--- config.mk ---
export PLATFORM = sky130hd
export DESIGN_NAME = mesh_link_pipe
export DESIGN_NICKNAME = d
export VERILOG_FILES = /design/src/rtl/mesh_link_pipe.sv
export SDC_FILE = /design/constraint.sdc
export NUM_CORES = 1
export LEC_CHECK = 0
export CAP_MARGIN = 20
export CORE_ASPECT_RATIO = 1.4
export CORE_UTILIZATION = 45
export CTS_BUF_LIST = sky130_fd_sc_hd__clkbuf_4 sky130_fd_sc_hd__clkbuf_8
export DETAILED_ROUTE_END_ITERATION = 10
export GPL_ROUTABILITY_DRIVEN = 0
export PLACE_DENSITY = 0.81
export SLEW_MARGIN = 20
export SYNTH_ARGS = -nofsm -noshare
export SYNTH_HDL_FRONTEND = slang
export SYNTH_SLANG_ARGS = --single-unit
--- constraint.sdc ---
create_clock -name clk -period 4.5 [get_ports clk]
set_clock_uncertainty 0.05 [all_clocks]
set_input_delay 0.9 -clock clk [delete_from_list [all_inputs] [get_ports clk]]
set_output_delay 0.9 -clock clk [all_outputs]
set_load 0.005 [all_outputs]
--- src/rtl/mesh_link_pipe.sv ---
// mesh_link_pipe: multi-channel link register pipeline with power-gate isolation, flush and re-arm
module mesh_link_pipe #(
  parameter int DEPTH = 2,
  parameter int NCH = 2,
  parameter int ID_W = 6,
  parameter int QOS_W = 1,
  parameter int TYPE_W = 2,
  parameter int DATA_W = 64,
  parameter logic [ID_W-1:0] NEAR_ID = ID_W'(0),
  parameter logic [ID_W-1:0] FAR_ID = ID_W'(1),
  parameter int REARM_CYC = 4,
  parameter int CNT_W = 16
) (
  input  logic                         clk,
  input  logic                         rst,
  input  logic                         pg_en,
  input  logic [ID_W-1:0]              pg_node,
  input  logic [NCH-1:0]               in_vld,
  input  logic [NCH*QOS_W-1:0]         in_qos,
  input  logic [NCH*TYPE_W-1:0]        in_type,
  input  logic [NCH*ID_W-1:0]          in_src,
  input  logic [NCH*ID_W-1:0]          in_tgt,
  input  logic [NCH*DATA_W-1:0]        in_data,
  output logic [NCH-1:0]               out_vld,
  output logic [NCH*QOS_W-1:0]         out_qos,
  output logic [NCH*TYPE_W-1:0]        out_type,
  output logic [NCH*ID_W-1:0]          out_src,
  output logic [NCH*ID_W-1:0]          out_tgt,
  output logic [NCH*DATA_W-1:0]        out_data,
  output logic [1:0]                   link_state,
  output logic [$clog2(NCH*DEPTH+1)-1:0] inflight,
  output logic [CNT_W-1:0]             drop_cnt
);
  localparam int PW = QOS_W + TYPE_W + 2 * ID_W + DATA_W;
  localparam int IW = $clog2(NCH * DEPTH + 1);
  localparam int CW = $clog2(NCH + 1);
  localparam int SW = CNT_W + IW + 1;
  typedef enum logic [1:0] {LIVE = 2'd0, DEAD = 2'd1, REARM = 2'd2} state_t;
  state_t r_state, w_nstate;
  logic [7:0] r_rearm, w_nrearm;
  logic [NCH-1:0] r_vld [DEPTH];
  logic [NCH*PW-1:0] r_pay [DEPTH];
  logic [NCH*PW-1:0] w_in_pay;
  logic [CNT_W-1:0] r_drop, w_drop_nxt;
  logic [IW-1:0] w_stage_cnt;
  logic [CW-1:0] w_in_cnt;
  logic [IW:0] w_in_ext, w_inc;
  logic [SW-1:0] w_sum;
  logic w_fault, w_far, w_take, w_deliver;
  assign w_fault = pg_en && (pg_node == NEAR_ID || pg_node == FAR_ID);
  assign w_far = pg_en && pg_node == FAR_ID;
  assign w_take = r_state == LIVE && !w_fault;
  assign w_deliver = w_take;
  assign link_state = r_state;
  assign inflight = w_stage_cnt;
  assign drop_cnt = r_drop;
  assign w_in_ext = (IW+1)'(w_in_cnt);
  for (genvar c = 0; c < NCH; c++) begin : g_ch
    assign w_in_pay[c*PW +: PW] = {in_qos[c*QOS_W +: QOS_W], in_type[c*TYPE_W +: TYPE_W],
                                   in_src[c*ID_W +: ID_W], in_tgt[c*ID_W +: ID_W], in_data[c*DATA_W +: DATA_W]};
    assign out_vld[c] = r_vld[DEPTH-1][c] & w_deliver;
    assign {out_qos[c*QOS_W +: QOS_W], out_type[c*TYPE_W +: TYPE_W], out_src[c*ID_W +: ID_W],
            out_tgt[c*ID_W +: ID_W], out_data[c*DATA_W +: DATA_W]} = out_vld[c] ? r_pay[DEPTH-1][c*PW +: PW] : '0;
  end
  // popcounts of occupied stages and of offered input flits
  always_comb begin
    w_stage_cnt = '0;
    w_in_cnt = '0;
    for (int k = 0; k < DEPTH; k++)
      for (int c = 0; c < NCH; c++)
        w_stage_cnt = w_stage_cnt + IW'(r_vld[k][c]);
    for (int c = 0; c < NCH; c++)
      w_in_cnt = w_in_cnt + CW'(in_vld[c]);
  end
  // drops: flushed stages on fault entry, plus input that had nowhere to go
  always_comb begin
    w_inc = r_state == LIVE ? (w_fault ? {1'b0, w_stage_cnt} + (w_far ? w_in_ext : '0) : '0) :
            r_state == DEAD ? (w_far ? w_in_ext : '0) :
            r_state == REARM ? w_in_ext : '0;
    w_sum = SW'(r_drop) + SW'(w_inc);
    w_drop_nxt = w_sum > SW'({CNT_W{1'b1}}) ? '1 : w_sum[CNT_W-1:0];
  end
  // link state next-state logic
  always_comb begin
    w_nstate = r_state;
    w_nrearm = r_rearm;
    case (r_state)
      LIVE: w_nstate = w_fault ? DEAD : LIVE;
      DEAD: begin
        w_nstate = w_fault ? DEAD : REARM;
        w_nrearm = w_fault ? r_rearm : 8'(REARM_CYC - 1);
      end
      REARM: begin
        w_nstate = w_fault ? DEAD : (r_rearm == 8'd0 ? LIVE : REARM);
        w_nrearm = (w_fault || r_rearm == 8'd0) ? r_rearm : r_rearm - 8'd1;
      end
      default: w_nstate = LIVE;
    endcase
  end
  // state, rearm counter and drop counter registers
  always_ff @(posedge clk) begin
    if (rst) begin
      r_state <= LIVE;
      r_rearm <= '0;
      r_drop <= '0;
    end else begin
      r_state <= w_nstate;
      r_rearm <= w_nrearm;
      r_drop <= w_drop_nxt;
    end
  end
  // stage valids shift while live; any fault or non-live state empties the pipe
  always_ff @(posedge clk) begin
    if (rst) begin
      for (int k = 0; k < DEPTH; k++) r_vld[k] <= '0;
    end else begin
      r_vld[0] <= w_take ? in_vld : '0;
      for (int k = 1; k < DEPTH; k++) r_vld[k] <= w_take ? r_vld[k-1] : '0;
    end
  end
  // payload shifts unconditionally; it is only observed behind a valid bit
  always_ff @(posedge clk) begin
    r_pay[0] <= w_in_pay;
    for (int k = 1; k < DEPTH; k++) r_pay[k] <= r_pay[k-1];
  end
endmodule

==> Word level (Yosys, flattened, before mapping) <==
Memory sizes are Yosys's and may differ from the RTL's.
Index checks and enable logic that the tools add are counted.
{ "word_totals": {"register_bits": 26, "elab_cells": 56, "mem_count": 2, "out_inout_bits": 181, "mem_bits_rw": 320, "input_bits": 169} }
{ "mem_list": {"columns": ["name", "depth", "word_bits", "rd", "rd_ports_with_merged_regs", "wr", "line", "source"], "rows": [
  ["r_pay", 2, 158, 2, 0, 2, "42", "logic [NCH*PW-1:0] r_pay [DEPTH];"],
  ["r_vld", 2, 2, 2, 0, 2, "41", "logic [NCH-1:0] r_vld [DEPTH];"]
]} }
{ "classes": {"order_cmp": 1, "muxes": 23, "bitwise": 4, "n_eq_ne": 5, "reduce_logical": 11, "addsub": 7} }
{ "ops": {"columns": ["cell", "count"], "rows": [
  ["2-to-1 mux 79 bit", 2],
  ["2-to-1 mux 2 bit", 10],
  ["adder 16 x 4 -> 17 bit", 1],
  ["greater-than comparator 17 x 16 -> 1 bit, second input constant", 1],
  ["2-to-1 mux 16 bit", 1],
  ["2-to-1 mux 8 bit", 2],
  ["one-hot mux 8 bit (2 select lines)", 1],
  ["zero test 8 bit", 1],
  ["2-to-1 mux 4 bit", 2],
  ["subtractor 8 x 1 -> 8 bit, second input constant", 1],
  ["== test 6 x 1 -> 1 bit, second input constant", 1],
  ["zero test 6 bit", 1],
  ["one-hot mux 2 bit (3 select lines)", 1],
  ["adder 1 x 1 -> 2 bit", 2],
  ["adder 3 x 4 -> 4 bit", 1],
  ["2-to-1 mux 1 bit", 4],
  ["!= test 2 bit, second input constant", 2],
  ["adder 2 x 1 -> 3 bit", 1],
  ["adder 3 x 1 -> 3 bit", 1],
  ["logical AND 1 bit", 3],
  ["AND reduction 3 bit", 1],
  ["bitwise AND 1 bit", 2],
  ["== test 2 x 1 -> 1 bit, second input constant", 1],
  ["== test 2 bit, second input constant", 1],
  ["other kinds (5)", 7]
]} }

==> Logic depth before layout (Yosys ltp) <==
Gate-level depths: netlist (run 1).
An unclocked memory read counts as a cell.
{ "depth": {"ltp_word": 10, "depth_mapped": 14, "depth_no_buf": 13} }

==> Worst setup path after synthesis (run 1) <==
OpenSTA, ideal clock, no wires.
{ "synth_path": {"path_kind": "input port to flip-flop", "from": "input port pg_node[3]", "to": "register r_drop[10], in the netlist drop_cnt[10]", "path_stages": 13, "path_slack_ps": 637, "arrival_time_ps": 3680, "required_ps": 4317, "setup_ps": 133, "path_buffers": 1, "cell_sequence": "nor4_4 -> and2_0 -> and3_1 -> ha_1 -> fa_1 -> a22oi_1 -> fa_1 -> nor2b_1 -> o31a_1 -> and2_1 -> nand2_1 -> clkbuf_1 -> a21oi_1"} }
{ "synth_between": {"elab_chain_len": 9, "word_cells_on_any_way": 13, "cone_classes": "2 x add/sub; 1 x order compare; 1 x eq/ne; 5 x mux; 4 x reduce/logical"} }
{ "synth_rtl": {"columns": ["element", "line", "source"], "rows": [
  ["start: declaration", "17", "input logic [ID_W-1:0] pg_node,"],
  ["== test 6 x 1 -> 1 bit", "50, 51", null],
  ["logical AND 1 bit", "51", "assign w_far = pg_en && pg_node == FAR_ID;"],
  ["2-to-1 mux 2 bit", "77, 78", null],
  ["adder 3 x 4 -> 4 bit", "77", "w_inc = r_state == LIVE ? (w_fault ? {1'b0, w_stage_cnt} + (w_far ? w_in_ext : '0) : '0) :"],
  ["2-to-1 mux 4 bit", "77", null],
  ["2-to-1 mux 4 bit *", "77", null],
  ["adder 16 x 4 -> 17 bit *", "80", "w_sum = SW'(r_drop) + SW'(w_inc);"],
  ["greater-than comparator 17 x 16 -> 1 bit", "81", "w_drop_nxt = w_sum > SW'({CNT_W{1'b1}}) ? '1 : w_sum[CNT_W-1:0];"],
  ["2-to-1 mux 16 bit *", "81", null],
  ["end signal: assignment", "109", "r_drop <= w_drop_nxt;"],
  ["end: declaration", "44", "logic [CNT_W-1:0] r_drop, w_drop_nxt;"]
]} }
Mark *: on every way between the ends. The rest lies on a longest branch, timed or not.
A chain may end at the register's enable or synchronous reset.

==> Worst setup path after layout (run 1) <==
{ "layout_path": {"from": "input port pg_node[3]", "to": "output port out_data[27]"} }
{ "layout_between": {"elab_chain_len": 7, "word_cells_on_any_way": 8, "cone_classes": "1 x eq/ne; 1 x mux; 1 x bitwise; 5 x reduce/logical"} }
{ "layout_rtl": {"columns": ["element", "line", "source"], "rows": [
  ["== test 6 x 1 -> 1 bit / zero test 6 bit (equally long branches)", "50", "assign w_fault = pg_en && (pg_node == NEAR_ID || pg_node == FAR_ID);"],
  ["logical OR 1 bit *", "50", null],
  ["logical AND 1 bit *", "50", null],
  ["zero test 1 bit *", "52", "assign w_take = r_state == LIVE && !w_fault;"],
  ["logical AND 1 bit *", "52", null],
  ["bitwise AND 1 bit *", "61", "assign out_vld[c] = r_vld[DEPTH-1][c] & w_deliver;"],
  ["2-to-1 mux 79 bit *", "63", "out_tgt[c*ID_W +: ID_W], out_data[c*DATA_W +: DATA_W]} = out_vld[c] ? r_pay[DEPTH-1][c*PW +: PW] : '0;"],
  ["end: declaration", "29", "output logic [NCH*DATA_W-1:0] out_data,"]
]} }
Marked as above.

==> impl_metrics.tcl, run 1 <==
set metrics [dict create \
    dp_slack_ns 0.06912 \
    required_ns 3.55 \
    num_rows 61 \
    grtUsageMet3 0.07607 \
    die_area_mm2 0.02071 \
    syn_inst 674 \
    clock_tree.root_cell "clkbuf_8" \
    start_kind "input port" \
    endpoint_kind "output port" \
    status "finished clean" \
    worstMarginPinSlew_ns 0.8099 \
    seq_area_frac_synth 0.7645 \
    drt_iter0_drc 248 \
    postLayoutCoreUtil 0.7112 \
    slew_viol_final 0 \
    ios 350 \
    placed_cells_incl_taps 1260 \
    track_usage 0.2100 \
    grt_max_degree 81 \
    use_met1 0.1942 \
    hold_viol_final 0 \
    ys_ff_latch 346 \
    ys_types 41 \
    avgRoutedWirePerCell_um 16.20 \
    nFillCells 1289 \
    io_buffers 349 \
    worstSetupPathType "in -> out" \
    leakage_nw 5.727 \
    antenna_found_initial 2 \
    area_growth_pct 55.17 \
    layout.cells.non_filler 1352 \
    drv_cap 0 \
    fmax_ghz 0.2396 \
    synth_flop_cell "dfxtp_1" \
    grt_pass1_wl_um 32980 \
    cts_buffers 49 \
    async_flop_share 0 \
    finalSetupViolations 0 \
    cts_tree "done" \
    clk_pin_slew_ns 0.06 \
    crit_fanout 80 \
    clkLatencyLatePin_ns 0.55 \
    use_met2 0.3903 \
    dp_hpwl_um 15380 \
    ant_nets 0 \
    cts_sinks 346 \
    arrival_ns 3.22 \
    die_w_um 121.9 \
    htree_num_levels 2 \
    grt_pass1_vias 6438 \
    rsz0062_at_grt "no" \
    postCtsHoldBufs 0 \
    yosys_warnings 0 \
    post-route-period-util 0.9274 \
    synth_area_mm2 0.009060 \
    drive_above_1_share 0.09745 \
    num_vias 6021 \
    worst_slack_ns 0.3269 \
    syn-num-nets 857 \
    die_h_um 169.9 \
    drc 0 \
    via_per_inst 4.453 \
    slew_headroom 0.4584 \
    finalWirelength_um 21900 \
    fin_crit_ns 4.173 \
    design.core.area_mm2 0.01977 \
    post_cts_buffers 0 \
    holdCritPathClass "reg -> reg" \
    cts.path.max_buffers 3 \
    powerDensity_mw_per_mm2 452.1 \
    gr-max-usage-layer "met2" \
    cts_resized 0 \
    nets 1242 \
    syn_area_per_cell_um2 13.44 \
    finalSetupTns_ns 0 \
    start_util 0.4583 \
    gr-total-overflow 0 \
    synth_edf_count 0 \
    drt-pass1-iter-count 4 \
    irDropWorstVdd_mv 0.3476 \
]
==> kinds of logic after synthesis <==
logic type                 after synthesis  synth area share
AOI/OAI and AO/OA                       39           0.02983
xor gates and xnor gates                16           0.01547
adders and majority gates               14           0.02182
buffers and inverters                   29           0.01202
DFF                                    346            0.7645
and+or+nand+nor                        230            0.1563
==> layout make-up <==
| type | instances | area, µm² | share of cell area |
|---|---|---|---|
| antenna | 2 | 5.005 | 0.0003560 |
| sequential | 346 | 6927 | 0.4927 |
| tap | 252 | 315.3 | 0.02243 |
| inverter | 7 | 26.28 | 0.001869 |
| multi-input combinational | 299 | 2027 | 0.1442 |
| timing repair buffer | 356 | 3571 | 0.2540 |
| clock inverter | 13 | 183.9 | 0.01308 |
| clock buffer | 77 | 1003 | 0.07138 |
==> worst paths after layout <==
check	cells after the start	end	start	slack (ns)
worst min register to register	0	r_pay[0][214]	r_pay[0][56]	0.28
worst max-delay path	8	out_data[27]	pg_node[3]	0.33
worst max register to register	12	drop_cnt[1]	r_vld[0][0]	0.86
worst min-delay path	0	r_pay[0][214]	r_pay[0][56]	0.28
==> cells in the mapped netlist, drive strengths merged (6+ instances only) <==
cell | number | area share
and3 | 8 | 0.0055
nand2 | 10 | 0.0044
and2 | 165 | 0.11
xor2 | 11 | 0.011
nor2 | 13 | 0.0054
clkbuf | 22 | 0.0091
ha | 11 | 0.015
a21oi | 17 | 0.0094
nand4 | 7 | 0.0048
inv | 7 | 0.0029
dfxtp | 346 | 0.76
nand3 | 6 | 0.0033
==> cells in the final DEF, fill, tap and decap left out, drive strengths merged, types with 5 or more instances in the layout <==
| cell type | synthesis | routed |
|---|---|---|
| and2 | 165 | 165 |
| nor2 | 13 | 13 |
| clkbuf | 22 | 77 |
| clkinv | 0 | 6 |
| nand2 | 10 | 10 |
| xnor2 | 5 | 5 |
| nand4 | 7 | 7 |
| clkdlybuf4s50 | 0 | 349 |
| and3 | 8 | 8 |
| xor2 | 11 | 11 |
| inv | 7 | 10 |
| nand3 | 6 | 6 |
| buf | 0 | 7 |
| a21oi | 17 | 17 |
| ha | 11 | 11 |
| dfxtp | 346 | 346 |
| nor3 | 5 | 5 |
==> sequential cells by signal, indices dropped and copies added (netlist names) <==
register and cells:
r_vld 4, r_rearm 8, r_pay 316, link_state 2, drop_cnt 16
==> power by group <==
group          switching [W]  leakage [nW]  internal (W)  total, W
Sequential         0.0000346          2.91       0.00322   0.00325
Clock                0.00113         0.627       0.00166   0.00280
Combinational      0.0000867          2.19      0.000223  0.000309
==> metal layers <==
layer / vias to the layer above / routed length [µm] / share of wire
met4: 0 / 849 / 0.039
met5: - / 0 / 0
met1: 2769 / 7262 / 0.33
li1: 2926 / - / -
met3: 54 / 1961 / 0.090
met2: 272 / 11830 / 0.54
==> critical path, cell delays in order <==
cell,delay (ns)
clkdlybuf4s50_1,0.46
nor4_4,0.39
nand2_1,0.15
buf_4,0.18
and3_2,0.21
buf_12,0.18
and2_1,0.20
clkdlybuf4s50_1,0.50
==> stage by stage <==
stage,power [W],instance area (µm²),hold WS [ns]
3_3_place_gp,0.003608,12870,0.2598
5_1_grt,0.006599,14060,0.2803
3_5_place_dp,0.003625,12870,0.2621
6_report,0.006355,14060,0.2754
2_1_floorplan,0.003362,9060,0.2596
4_1_cts,0.006432,14050,0.2741
(Power assumes the default switching activity.)
==> run 2: changes to the inputs <==
GPL_TIMING_DRIVEN = 0   (was not set)
clock period = 4.62 ns   (was 4.5 ns; I/O delays follow)
==> run 2 against run 1 <==
Against the previous run: critical path depth did not move; power fell by 3.0%; count of clock-buffer cells in the layout rose by 1; global-route usage fell by 0.17 points; first-iteration DRC count fell by 27%; cell count rose by 1.1%; register-to-register slack got worse by 0.03 ns; hold slack got worse by 0.0096 ns; sequential share of layout area barely moved; via count rose by 0.37%; combinational power fell by 2%; clock power fell by 4%; highest routed layer unchanged.
==> impl_metrics.tcl, run 2 (synthesis gave the netlist of run 1 again) <==
set metrics [dict create \
    status "finished clean" \
    clock_tree.root_cell "clkbuf_8" \
    io_buffers 349 \
    cts_buffers 49 \
    finalInstanceArea_mm2 0.01405 \
    layout.cells.non_filler 1367 \
    start_kind "input port" \
    layout_common_cells "clkdlybuf4s50_1, dfxtp_1, and2_1" \
    grtUsageMet3 0.07741 \
    largest_reg_flops 316 \
    drv_cap 0 \
    leakage_nw 5.715 \
    internal_power_w 0.004947 \
    rsz0062_at_grt "no" \
    die_w_um 121.9 \
    grt_pass1_vias 6251 \
    clk_pin_slew_ns 0.06 \
    postCtsHoldBufs 0 \
    arrival_ns 3.46 \
    track_usage 0.2083 \
    final_common_cell "clkdlybuf4s50_1" \
    area_growth_pct 55.07 \
    largest-register "r_pay" \
    slew_viol_final 0 \
    clkLatencyLatePin_ns 0.56 \
    use_met1 0.1880 \
    irDropWorstVdd_mv 0.3789 \
    max_stage_delay_ns 0.50 \
    finalSetupViolations 0 \
    combPwrFrac 0.049 \
    ios 350 \
    via_per_inst 4.421 \
    drt-pass1-iter-count 4 \
    fin_crit_ns 4.432 \
    endpoint_kind "output port" \
    place_area_mm2 0.01287 \
    htree_num_levels 2 \
    use_met2 0.4009 \
    hold_viol_final 0 \
    drc 0 \
    grt_max_degree 14 \
    gr-total-overflow 0 \
    switching_share 0.1975 \
    antenna_found_initial 1 \
    cts_tree "done" \
    cts_sinks 346 \
    power.switching_w 0.001217 \
    worstSetupPathType "in -> out" \
    worstMarginPinSlew_ns 0.5791 \
    holdWs_ns 0.2658 \
    holdCritPathClass "reg -> reg" \
    cp_cell_sequence "clkdlybuf4s50_1 -> nor4_4 -> nand2_1 -> and3_1 -> clkbuf_1 -> clkbuf_1 -> and2_1 -> clkdlybuf4s50_1" \
    drive_above_1_share 0.09156 \
    finalWirelength_um 22000 \
    avgRoutedWirePerCell_um 16.10 \
    gr-max-usage-layer "met2" \
    slew_headroom 0.6104 \
    postLayoutCoreUtil 0.7107 \
    post_cts_buffers 0 \
    clkPwrFrac 0.437 \
    num_rows 61 \
    die_h_um 169.9 \
    placed_cells_incl_taps 1275 \
    drt_iter0_drc 180 \
    die_area_mm2 0.02071 \
    powerDensity_mw_per_mm2 438.7 \
    num_vias 6043 \
    ant_nets 0 \
    post-route-period-util 0.9593 \
    fmax_ghz 0.2256 \
    dp_hpwl_um 15810 \
    sequentialPowerShare 0.514 \
    design.core.area_mm2 0.01977 \
    cts.path.max_buffers 3 \
    start_util 0.4583 \
    nets 1256 \
    crit_fanout 10 \
    grt_pass1_wl_um 32490 \
    required_ns 3.65 \
    crit_slowest_cell "clkdlybuf4s50_1" \
]
run 2: cell count changes in the layout (fill, tap and decap cells not counted), moves of 2 or more:
cell,before,now
and3_1,6,8
inv_6,2,0
buf_4,5,0
buf_12,2,0
clkbuf_4,9,13
clkbuf_8,68,65
clkbuf_2,0,2
and3_2,2,0
clkbuf_1,0,19
run 2: power by group through the flow:
stage	Sequential [W]	Combinational, W	Clock (W)
2_1_floorplan	0.00322	0.0000590	0
3_3_place_gp	0.00322	0.000295	0
3_5_place_dp	0.00323	0.000301	0
4_1_cts	0.00317	0.000306	0.00276
5_1_grt	0.00318	0.000322	0.00290
6_report	0.00317	0.000302	0.00270
run 2: through the flow:
stage                     setup TNS, ns  setup WS [ns]  total power (W)
final                                 0         0.1879         0.006164
after floorplan                       0         0.7330         0.003275
after global placement           -2.250        -0.2466         0.003516
after global routing                  0        0.04403         0.006399
after detailed placement         -3.002        -0.2898         0.003532
after CTS                             0        0.01759         0.006229
run 2: path summary, 6_finish.rpt:
check / start / endpoint / slack, ns / cells after the start
worst max-delay path: pg_node[4] / out_data[27] / 0.19 / 8
worst min-delay path: r_pay[0][29] / r_pay[0][187] / 0.27 / 0
worst max register to register: r_vld[0][0] / drop_cnt[3] / 0.83 / 13
worst min register to register: r_pay[0][29] / r_pay[0][187] / 0.27 / 0
run 2: what timing repair did:
| action | in CTS | in global routing |
|---|---|---|
| gates resized for setup | 1 | 2 |
| endpoints found under the setup margin | 19 | 29 |
| hold endpoints to repair | 0 | 0 |
| pin swaps | 1 | 0 |
run 2: per-layer routing:
metal | vias to the layer above | wire length, µm
li1 | 2958 | -
met1 | 2769 | 7300
met2 | 271 | 11980
met3 | 45 | 1987
met4 | 0 | 733
met5 | - | 0
run 2: critical path: cells and delay by family:
| kind | cells | cell delay, ns |
|---|---|---|
| and+or+nand+nor | 4 | 1.11 |
| buffers and inverters | 4 | 1.42 |
run 2: area by class of cell:
type,count,area [µm²]
Sequential cell,346,6927
Fill cell,1300,5718
Timing Repair Buffer,349,3493
Multi-Input combinational cell,299,2024
Clock buffer,78,992.2
Tap cell,252,315.3
Clock inverter,14,187.7
Buffer,21,81.33
Inverter,7,26.28
Antenna cell,1,2.502
